[src/rtl/fp_exe_sched_pkg.sv]
// Shared FPU execution-port types plus scheduler state for fp_exe_sched.
package fp_wire;

    typedef struct packed {
        logic [31:0] data1;
        logic [31:0] data2;
        logic [31:0] data3;
        logic [4:0]  op;
        logic [1:0]  fmt;
        logic [2:0]  rm;
        logic        enable;
    } fp_exe_in_type;

    typedef struct packed {
        logic [31:0] result;
        logic [4:0]  flags;
        logic        ready;
    } fp_exe_out_type;

    typedef enum logic {IDLE, WAIT} fp_sched_state_type;

    // owner/rr_last/rsp_valid are sized for the maximum of 8 channels.
    typedef struct packed {
        fp_sched_state_type state;
        logic [2:0]         owner;
        logic [2:0]         rr_last;
        logic               kill;
        fp_exe_in_type      fpu_o;
        fp_exe_out_type     rsp_data;
        logic [7:0]         rsp_valid;
    } fp_sched_reg_type;

    localparam fp_sched_reg_type init_fp_sched_reg = '{
        state:     IDLE,
        owner:     3'd0,
        rr_last:   3'd0,
        kill:      1'b0,
        fpu_o:     '0,
        rsp_data:  '0,
        rsp_valid: 8'd0
    };

endpackage

[src/rtl/fp_exe_sched_fifo.sv]
// Per-channel request FIFO; pointers carry one extra wrap bit to tell full from empty.
module fp_sched_fifo
    import fp_wire::*;
#(
    parameter int unsigned DEPTH = 4
) (
    input  logic          clock,
    input  logic          reset,
    input  logic          push_i,
    input  logic          pop_i,
    input  logic          clear_i,
    input  fp_exe_in_type data_i,
    output fp_exe_in_type data_o,
    output logic          full_o,
    output logic          empty_o
);

    localparam int unsigned AW = $clog2(DEPTH);
    localparam logic [AW:0] PtrOne = {{AW{1'b0}}, 1'b1};

    logic [AW:0]   wptr_q, wptr_d, rptr_q, rptr_d;
    fp_exe_in_type mem_q [DEPTH];
    logic          do_push;

    assign do_push = push_i && !full_o && !clear_i;
    assign empty_o = (wptr_q == rptr_q);
    assign full_o  = (wptr_q[AW] != rptr_q[AW]) && (wptr_q[AW-1:0] == rptr_q[AW-1:0]);
    assign data_o  = mem_q[rptr_q[AW-1:0]];

    always_comb begin
        wptr_d = wptr_q;
        rptr_d = rptr_q;
        if (clear_i) begin
            wptr_d = '0;
            rptr_d = '0;
        end else begin
            if (do_push) wptr_d = wptr_q + PtrOne;
            if (pop_i && !empty_o) rptr_d = rptr_q + PtrOne;
        end
    end

    always_ff @(posedge clock) begin
        if (reset) begin
            wptr_q <= '0;
            rptr_q <= '0;
        end else begin
            wptr_q <= wptr_d;
            rptr_q <= rptr_d;
        end
    end

    always_ff @(posedge clock) begin
        if (do_push) mem_q[wptr_q[AW-1:0]] <= data_i;
    end

endmodule

[src/rtl/fp_exe_sched.sv]
// Round-robin scheduler sharing one fp_unit port among NCH requesters.
// Optional FP_SCHED_BYPASS_EN lets an idle, empty channel skip its FIFO.
module fp_exe_sched
    import fp_wire::*;
#(
    parameter int unsigned NCH   = 2,
    parameter int unsigned DEPTH = 4
) (
    input  logic                     clock,
    input  logic                     reset,
    input  logic [NCH-1:0]           req_valid,
    output logic [NCH-1:0]           req_ready,
    input  fp_exe_in_type [NCH-1:0]  req_data,
    input  logic [NCH-1:0]           clear,
    output logic [NCH-1:0]           rsp_valid,
    output fp_exe_out_type           rsp_data,
    output fp_exe_in_type            fpu_o,
    input  fp_exe_out_type           fpu_i,
    output logic                     busy
);

    fp_sched_reg_type        r_q, r_d;
    logic [NCH-1:0]          full, empty, push, pop, byp_ok, byp_take;
    fp_exe_in_type [NCH-1:0] head;
    logic [7:0]              elig, clear8;
    logic                    found, grant_byp;
    logic [2:0]              gch, cand;
    fp_exe_in_type           gdata;

    assign req_ready = ~full & ~clear & {NCH{~reset}};
    assign push      = req_valid & req_ready & ~byp_take;

    for (genvar c = 0; c < NCH; c++) begin : g_ch
        fp_sched_fifo #(.DEPTH(DEPTH)) u_fifo (
            .clock   (clock),
            .reset   (reset),
            .push_i  (push[c]),
            .pop_i   (pop[c]),
            .clear_i (clear[c]),
            .data_i  (req_data[c]),
            .data_o  (head[c]),
            .full_o  (full[c]),
            .empty_o (empty[c])
        );
    end

    always_comb begin
        elig   = '0;
        clear8 = '0;
        byp_ok = '0;
        for (int c = 0; c < int'(NCH); c++) begin
            clear8[c] = clear[c];
            elig[c]   = !empty[c] && !clear[c];
`ifdef FP_SCHED_BYPASS_EN
            // Only an empty FIFO may bypass so per-channel order is kept.
            byp_ok[c] = empty[c] && req_valid[c] && req_ready[c];
            elig[c]   = elig[c] || byp_ok[c];
`endif
        end
    end

    always_comb begin
        found = 1'b0;
        gch   = '0;
        cand  = '0;
        for (int i = 1; i <= int'(NCH); i++) begin
            cand = 3'((int'(r_q.rr_last) + i) % int'(NCH));
            if (!found && elig[cand]) begin
                found = 1'b1;
                gch   = cand;
            end
        end
    end

    always_comb begin
        gdata     = '0;
        grant_byp = 1'b0;
        for (int c = 0; c < int'(NCH); c++) begin
            if (gch == 3'(c)) begin
                grant_byp = byp_ok[c];
                gdata     = byp_ok[c] ? req_data[c] : head[c];
            end
        end
    end

    always_comb begin
        r_d           = r_q;
        r_d.rsp_valid = '0;
        pop           = '0;
        byp_take      = '0;
        case (r_q.state)
            IDLE: begin
                if (found) begin
                    r_d.fpu_o        = gdata;
                    r_d.fpu_o.enable = 1'b1;
                    r_d.owner        = gch;
                    r_d.rr_last      = gch;
                    r_d.kill         = 1'b0;
                    r_d.state        = WAIT;
                    for (int c = 0; c < int'(NCH); c++) begin
                        if (gch == 3'(c)) begin
                            pop[c]      = !grant_byp;
                            byp_take[c] = grant_byp;
                        end
                    end
                end
            end
            WAIT: begin
                r_d.fpu_o.enable = 1'b0;
                r_d.kill         = r_q.kill | clear8[r_q.owner];
                // Ready during the issue cycle belongs to no op of ours.
                if (fpu_i.ready && !r_q.fpu_o.enable) begin
                    r_d.rsp_data.result      = fpu_i.result;
                    r_d.rsp_data.flags       = fpu_i.flags;
                    r_d.rsp_valid[r_q.owner] = !r_d.kill;
                    r_d.state                = IDLE;
                end
            end
            default: r_d.state = IDLE;
        endcase
        r_d.rsp_data.ready = |r_d.rsp_valid;
    end

    always_ff @(posedge clock) begin
        if (reset) begin
            r_q         <= init_fp_sched_reg;
            r_q.rr_last <= 3'(NCH - 1);
        end else begin
            r_q <= r_d;
        end
    end

    assign fpu_o     = r_q.fpu_o;
    assign rsp_data  = r_q.rsp_data;
    assign rsp_valid = r_q.rsp_valid[NCH-1:0];
    assign busy      = (r_q.state != IDLE) || (|(~empty));

endmodule

[config.mk]
export PLATFORM = sky130hd
export DESIGN_NAME = fp_exe_sched
export DESIGN_NICKNAME = d
export VERILOG_FILES = /design/src/rtl/fp_exe_sched_pkg.sv /design/src/rtl/fp_exe_sched_fifo.sv /design/src/rtl/fp_exe_sched.sv
export SDC_FILE = /design/constraint.sdc
export NUM_CORES = 1
export LEC_CHECK = 0
export ABC_CLOCK_PERIOD_IN_PS = 7200
export BUFFER_PORTS_ARGS = -buffer_cell sky130_fd_sc_hd__buf_2
export CORE_MARGIN = 3
export CORE_UTILIZATION = 30
export CTS_BUF_LIST = sky130_fd_sc_hd__clkbuf_4
export DETAILED_ROUTE_END_ITERATION = 8
export SLEW_MARGIN = 20
export SYNTH_ARGS = -nofsm -noshare
export SYNTH_HDL_FRONTEND = slang
export SYNTH_HIERARCHICAL = 1
export SYNTH_SLANG_ARGS = --single-unit
export TNS_END_PERCENT = 10
[constraint.sdc]
create_clock -name clock -period 7.2 [get_ports clock]
set_input_delay 0.72 -clock clock [delete_from_list [all_inputs] [get_ports clock]]
set_output_delay 0.72 -clock clock [all_outputs]
set_load 0.01 [all_outputs]
==> metrics list, run 1 <==
- 408 I/O pins were placed.
* Leak: 0.0168 uW
* Hold slack final: 250 ps
- Port buffering added 405 buffers.
- Detail Route Antenna Nets: 0
- Clock H-tree levels: 5
* Warnings, synthesis: 6
- Start point of the worst min-delay path: req_valid[1]
- Cells on worst reg2reg path: 9
- Ordered cell list for the critical path: xnor2_2 -> nand2_1 -> nor2_1 -> nand3_1 -> buf_2
- Post-Syn Area: 39000 sq um
- Reg-to-Reg Start: g_ch[0].u_fifo/wptr_q[1]$_SDFFE_PP0P_
- Mapped Avg Cell Area: 18.9 sq um
- Startpoint class of the critical path: flop
- In the global route stage, met1 resource usage came out at 20.0%.
- Clock Sinks: 1015
- Global-route wire length before repair: 154000 microns
- Most common cell after layout, fill and taps aside: sky130_fd_sc_hd__edfxtp_1
* Setup CP Type: flop to primary output
- From bottom edge to top edge, the die measures 367 microns.
- The worst path needs 3850 ps of the cycle, external delays included.
* Final setup skew: 94.3 ps
* Setup violation total in the final timing report: 0
- Slew Limit Fails: 0
- Number of buffer and inverter instances along the worst setup path: 1
- Worst Path Arrival: 3130 ps
- At the pin with the least slew margin, the transition time is 992 ps.
- Total die area: 135000 sq um
- Counting buffers and inverters, the worst setup path is 5 cells deep.
* Global-route usage over all layers: 15.2%
- Met3 routing resource usage after global routing: 4.63%
- Once routing completed, OpenROAD measured the worst setup slack at 3350 ps.
* DRT Wirelength: 103000 microns
- In the finished design, the share of the clock period the worst path needs comes to 53.4%.
* Placeable core region: 128000 sq um
- TritonCTS clock tree: built
* Slowest cell on crit path: sky130_fd_sc_hd__nor2_1
- The worst register-to-register path ends at g_ch[1].u_fifo/rptr_q[2]$_SDFFE_PP0P_.
- In this run the register-to-register setup slack is 3520 ps.
- Along the worst path, the maximum fanout reaches 7.
- Grt peak-use layer: met2
- Kind of capture point of the worst setup path: primary output
- Max-cap violations: 0
- Placement-stage cell area: 42000 sq um
- Placement Setup Slack: 3160 ps
* Timing-limited maximum frequency: 260 MHz
- Vias in the first global route: 24400
* Met2 global-route usage: 23.7%
- Instance count of the mapped netlist: 2069
- Largest net degree at the start of global routing: 107
- Placement row count: 131
- CP top delay family: simple AND/OR/NAND/NOR gates
- In this run the worst hold path is classified as primary input to flop.
- Once layout is done, the placed cells without fillers occupy 48600 sq um.
- The post-route netlist has 37.3% of its cells at a drive strength greater than 1.
- The path with the worst hold slack has its endpoint at g_ch[1].u_fifo/wptr_q[1]$_SDFFE_PP0P_.
- Clock buffers created by TritonCTS: 290
- Summing over every cut layer, the via total after detailed routing is 22700.
* Global-route congestion overflow total: 0
- At the end of routability-driven placement, the weighted congestion stood at 0.804.
- Delay of the slowest cell on the worst path: 530 ps
- For this run, the detailed router's first-pass iteration total came to 5.
- First-iteration detailed-routing DRC count: 1638
- Clk Tree Root Cell: sky130_fd_sc_hd__clkbuf_4
- From left edge to right edge, the die measures 367 microns.
- Total design power: 12100 uW
* Commonest cells after routing, fill and taps aside: sky130_fd_sc_hd__edfxtp_1 (848), sky130_fd_sc_hd__clkbuf_4 (428), sky130_fd_sc_hd__buf_2 (404)
* Synthesized Nets: 2337
- Number of remaining DRC errors: 0
- The final layout contains 3097 nets.
* Sum of net half-perimeters after detailed placement: 57400 microns
- Finished Layout Cells: 4778
* Run status: completed
- In this run the post-CTS setup repair buffer count came out at 0.
- Dividing total power by cell area gives a power density of 249 nW/um^2.
* Clock latency on the worst-skew pair: 1220 ps
- The critical path starts at g_ch[1].u_fifo/wptr_q[1]$_SDFFE_PP0P_.
- Required time of the worst setup path: 6480 ps
- The final number of hold-violating endpoints was 0.
* Cell count after placement: 3972
- Starting density of the core: 30.4%
* Unrepaired setup endpoints after global routing: false
* Maximum number of buffers from clock root to sink: 4
* Clock slew at reported path FFs: 60 ps
* Tightest slew margin relative to the limit: 33.9%
* Highest ir drop seen on vdd: 0.166 mV
* Layout overhead on the synthesized area: 24.5%
- Along the worst hold path, the cell count comes to 5.
- Average detailed-routed wire length per instance: 21.5 microns
* Via density per instance: 4.75
* Antenna violations before repair: 16
[flip-flops by register name (all words and copies together), names as in the netlist, named ones only]
signal	cells
g_ch.u_fifo/rptr_q	6
g_ch.u_fifo/wptr_q	6
fpu_o	107
rsp_data	38
rsp_valid	2
r_q	4
g_ch.u_fifo/mem_q	848
[what timing repair did]
item                                    4_1_cts  5_1_grt
hold buffers                                294        0
endpoints found under the setup margin        0        0
gates resized for setup                       0        0
hold endpoints to repair                    912        0
[final cells by class]
class / instances / area (sq um)
Antenna cell: 20 / 50.0
Clock buffer: 428 / 3210
Clock inverter: 64 / 410
Fill cell: 11900 / 79700
Inverter: 7 / 28.8
Multi-Input combinational cell: 779 / 8610
Sequential cell: 1015 / 28800
Tap cell: 1729 / 2160
Timing Repair Buffer: 736 / 5320
[routing by layer]
metal / part of all wire, % / vias to the layer above
li1: - / 9933
met1: 44 / 11700
met2: 46 / 881
met3: 7.4 / 230
met4: 2.4 / 10
met5: 0.070 / -
[stage by stage]
step | setup TNS (ps) | util (%)
finish | 0 | 37.9
global route | 0 | 37.9
CTS | 0 | 37.8
detailed placement | 0 | 32.7
global placement | 0 | 32.7
floorplan | -53790 | -
[how the worst max path moves through the flow]
stage / to
2_1_floorplan: g_ch[1].u_fifo/mem_q[3][100]$_DFFE_PP_
3_3_place_gp: g_ch[1].u_fifo/mem_q[0][93]$_DFFE_PP_
3_5_place_dp: g_ch[1].u_fifo/mem_q[0][97]$_DFFE_PP_
4_1_cts: busy
5_1_grt: busy
6_report: busy
[worst min-delay path, cell delays in order]
cell                       delay [ps]
sky130_fd_sc_hd__buf_2            140
sky130_fd_sc_hd__and2_1           200
sky130_fd_sc_hd__nand2b_1          80
sky130_fd_sc_hd__nand2_1           90
sky130_fd_sc_hd__o221ai_1         110
[power by group]
group | internal, uW | switching (uW)
Combinational | 206 | 211
Sequential | 6400 | 16.9
Clock | 2920 | 2360
Total | 9520 | 2580
No activity file was read; power rests on OpenSTA's default activity.
==> inputs of run 2 (changes only) <==
--- a/config.mk
+++ b/config.mk
@@ -5,7 +5,7 @@
 export SDC_FILE = /design/constraint.sdc
 export NUM_CORES = 1
 export LEC_CHECK = 0
-export ABC_CLOCK_PERIOD_IN_PS = 7200
+export ABC_CLOCK_PERIOD_IN_PS = 3740
 export BUFFER_PORTS_ARGS = -buffer_cell sky130_fd_sc_hd__buf_2
 export CORE_MARGIN = 3
 export CORE_UTILIZATION = 30
==> constraint.sdc (replaced) <==
create_clock -name clock -period 3.74 [get_ports clock]
set_input_delay 0.374 -clock clock [delete_from_list [all_inputs] [get_ports clock]]
set_output_delay 0.374 -clock clock [all_outputs]
set_load 0.01 [all_outputs]
==> metrics list, run 2 (same netlist as run 1, synthesis figures left out) <==
- In this run the core area contains 131 standard-cell rows.
- Together, buffers and inverters on the worst path number 1.
- Summing all placed instances gives a cell area of 42600 sq um.
- Of the total power, registers draw 53.3%.
- VDD sags by at most 0.412 mV.
- Post-CTS Repair Setup Buffers: 0
- First-iteration detailed-routing DRC count: 1803
- The number of antenna violations at the first check in global routing is 17.
* Delay of the slowest cell on the worst path: 410 ps
- Data on the critical path is required at its endpoint by 3370 ps.
- The die covers 135000 sq um.
- The analysis attributes to cell leakage a power of 0.0180 uW.
* Reported net switching power: 5040 uW
* Average detailed-routed wire length per instance: 21.3 microns
- Combinational Power Share: 4.5%
- Sum of negative setup slack: 0 ps
* Global-route usage over all layers: 16.1%
* Final setup skew: 89.7 ps
- The worst setup path is captured at a primary output.
* Global-route wire length before repair: 164000 microns
- WHS Path Cells: 4
- Traced cell by cell, the critical path runs through xnor2_2 -> nand2_1 -> nor2_4 -> nand3_1 -> buf_2.
- Final estimated routing congestion in global placement: 0.810
- The multi-input combinational cells in the finished layout cover a total of 8620 sq um.
- Startpoint class of the critical path: flop
- Area taken by flip-flops and latches: 28800 sq um
- Starting density of the core: 30.4%
- The die is 367 microns tall.
- In the layout the commonest cells are sky130_fd_sc_hd__edfxtp_1 (848), sky130_fd_sc_hd__dlygate4sd3_1 (579), sky130_fd_sc_hd__clkbuf_4 (430).
- In this run switching power makes up 21.7% of total power.
- Summed over all nets, the half-perimeter wirelength after detailed placement is 59900 microns.
- Setup CP Type: flop to primary output
- For flop-to-flop paths, the worst setup slack is 570 ps.
* Least-Margin Pin Slew: 825 ps
* Slew Limit Fails: 0
- CTS built an H-tree with a depth of 5.
- The final layout contains 3411 nets.
- For hold timing, the worst endpoint is g_ch[1].u_fifo/wptr_q[2]$_SDFFE_PP0P_.
* Via density per instance: 4.74
- Largest net degree at the start of global routing: 146
* Setup violation total in the final timing report: 0
- For this run, the detailed router's first-pass iteration total came to 8.
- Start point of the worst min-delay path: reset
- Measured in cells, the most critical reg-to-reg path has a length of 8.
* Vias in the first global route: 26400
* Maximum number of buffers from clock root to sink: 4
* Reg-to-Reg Start: g_ch[0].u_fifo/rptr_q[2]$_SDFFE_PP0P_
- Unrepaired setup endpoints after global routing: false
- Total design power: 23200 uW
- Count of endpoints failing hold in the final timing report: 0
* Hold crit path type: primary input to flop
- Data arrives at the worst endpoint at 2920 ps.
- The endpoint identified for the worst register-to-register timing path is r_q[154]$_SDFFE_PP1P_.
* Via total after detailed routing: 24100
- After detailed routing, the number of remaining DRC violations is 0.
- Final cycle utilization of the critical path: 88.0%
- Detail Route Antenna Nets: 0
- Critical path startpoint: g_ch[1].u_fifo/wptr_q[1]$_SDFFE_PP0P_
* Largest fanout of any net on the critical path: 7
* Tightest slew margin relative to the limit: 45.0%
* TritonCTS clock tree: built
- The area growth from synthesis to layout is 33.1%.
- With fillers left out, the area of the finished cells amounts to 52000 sq um.
* Timing-limited maximum frequency: 304 MHz
- Clock network fraction of design power: 42.3%
- # port buffers: 405
- Placeable core region: 128000 sq um
- Minimum clock period after layout: 3290 ps
- Slowest cell on crit path: sky130_fd_sc_hd__dfxtp_1
- Internal power comes to 18100 uW.
- DRT Wirelength: 109000 microns
- Clock slew at reported path FFs: 60 ps
* Total of fill cells in the finished design: 11600
* CP top delay family: simple AND/OR/NAND/NOR gates
- CTS saw 1015 sinks.
* Run status: completed
- Of the cells placed in the final design, the portion with a size suffix greater than 1 is 34.4%.
- Clock latency on the worst-skew pair: 1240 ps
* Number of flip-flops under the largest register name: 848
* Global-route congestion overflow total: 0
- Hold is met by 239 ps.
- Clk Tree Root Cell: sky130_fd_sc_hd__clkbuf_4
- For this design the ratio of total power to cell area is 446 nW/um^2.
- Most common cell after layout, fill and taps aside: sky130_fd_sc_hd__edfxtp_1
- Die Width: 367 microns
- For this design the top-level I/O count stands at 408.
* Clock buffers created by TritonCTS: 293
- Max-cap violations: 0
run 2: cell types whose count changed in the layout (fill, tap and decap cells not counted), sizes merged, moves of 3 or more:
cell	before	now
dlygate4sd3	294	579
buf	442	468
clkinv	52	64
bufinv	6	0
diode	20	17
inv	13	10
run 2: worst max-delay path by stage:
stage                                                  end  slack [ps]  depth (start not counted)
floorplan           g_ch[1].u_fifo/mem_q[0][100]$_DFFE_PP_        -850                          8
global placement     g_ch[0].u_fifo/rptr_q[2]$_SDFFE_PP0P_         730                          9
detailed placement   g_ch[0].u_fifo/rptr_q[2]$_SDFFE_PP0P_         670                          9
CTS                                                   busy          70                          5
global route                                          busy         110                          5
finish                                                busy         450                          5
run 2: layout make-up:
cell class | instances | area share (%)
antenna | 17 | 0.0819
clock buffer | 430 | 6.21
multi-input combinational | 779 | 16.6
tap | 1729 | 4.16
timing repair buffer | 1047 | 16.9
inverter | 7 | 0.0554
sequential | 1015 | 55.5
clock inverter | 68 | 0.523
run 2: through the flow:
stage / instances / worst slack, ps / utilization [%]
6_report: 5092 / 448 / 40.5
5_1_grt: 5083 / 113 / 40.5
4_1_cts: 5075 / 72.0 / 40.4
3_3_place_gp: 3998 / 726 / 33.2
3_5_place_dp: 3998 / 665 / 33.2
2_1_floorplan: 2069 / -852 / -
run 2: worst register-to-register path, cell delays in order (launching register included):
cell and delay, ps:
sky130_fd_sc_hd__dfxtp_1 440, sky130_fd_sc_hd__xor2_1 610, sky130_fd_sc_hd__nor2_1 90, sky130_fd_sc_hd__buf_4 200
sky130_fd_sc_hd__o22ai_4 140, sky130_fd_sc_hd__buf_4 570, sky130_fd_sc_hd__nand2_1 120, sky130_fd_sc_hd__a211o_1 320
sky130_fd_sc_hd__dlygate4sd3_1 560
run 2: metal layers:
metal	up-vias	wire (microns)	GRT usage, %
met2	1043	52800	26.4
li1	10600	-	-
met1	12300	45000	20.4
met5	-	27	0
met4	4	2640	5.94
met3	207	8280	4.65
run 2: power by group through the flow:
stage | clock, uW | combinational, uW | sequential (uW)
after global placement | 0 | 559 | 12600
after floorplan | 0 | 239 | 12600
after global routing | 10800 | 1110 | 12300
after detailed placement | 0 | 575 | 12600
after CTS | 10200 | 1020 | 12300
final | 9800 | 1040 | 12300
run 2: timing repair:
action / 4_1_cts / 5_1_grt
resized for setup: 1 / 1
endpoints found under the setup margin: 1 / 1
hold buffers: 579 / 0
endpoints found under the hold margin: 1033 / 0
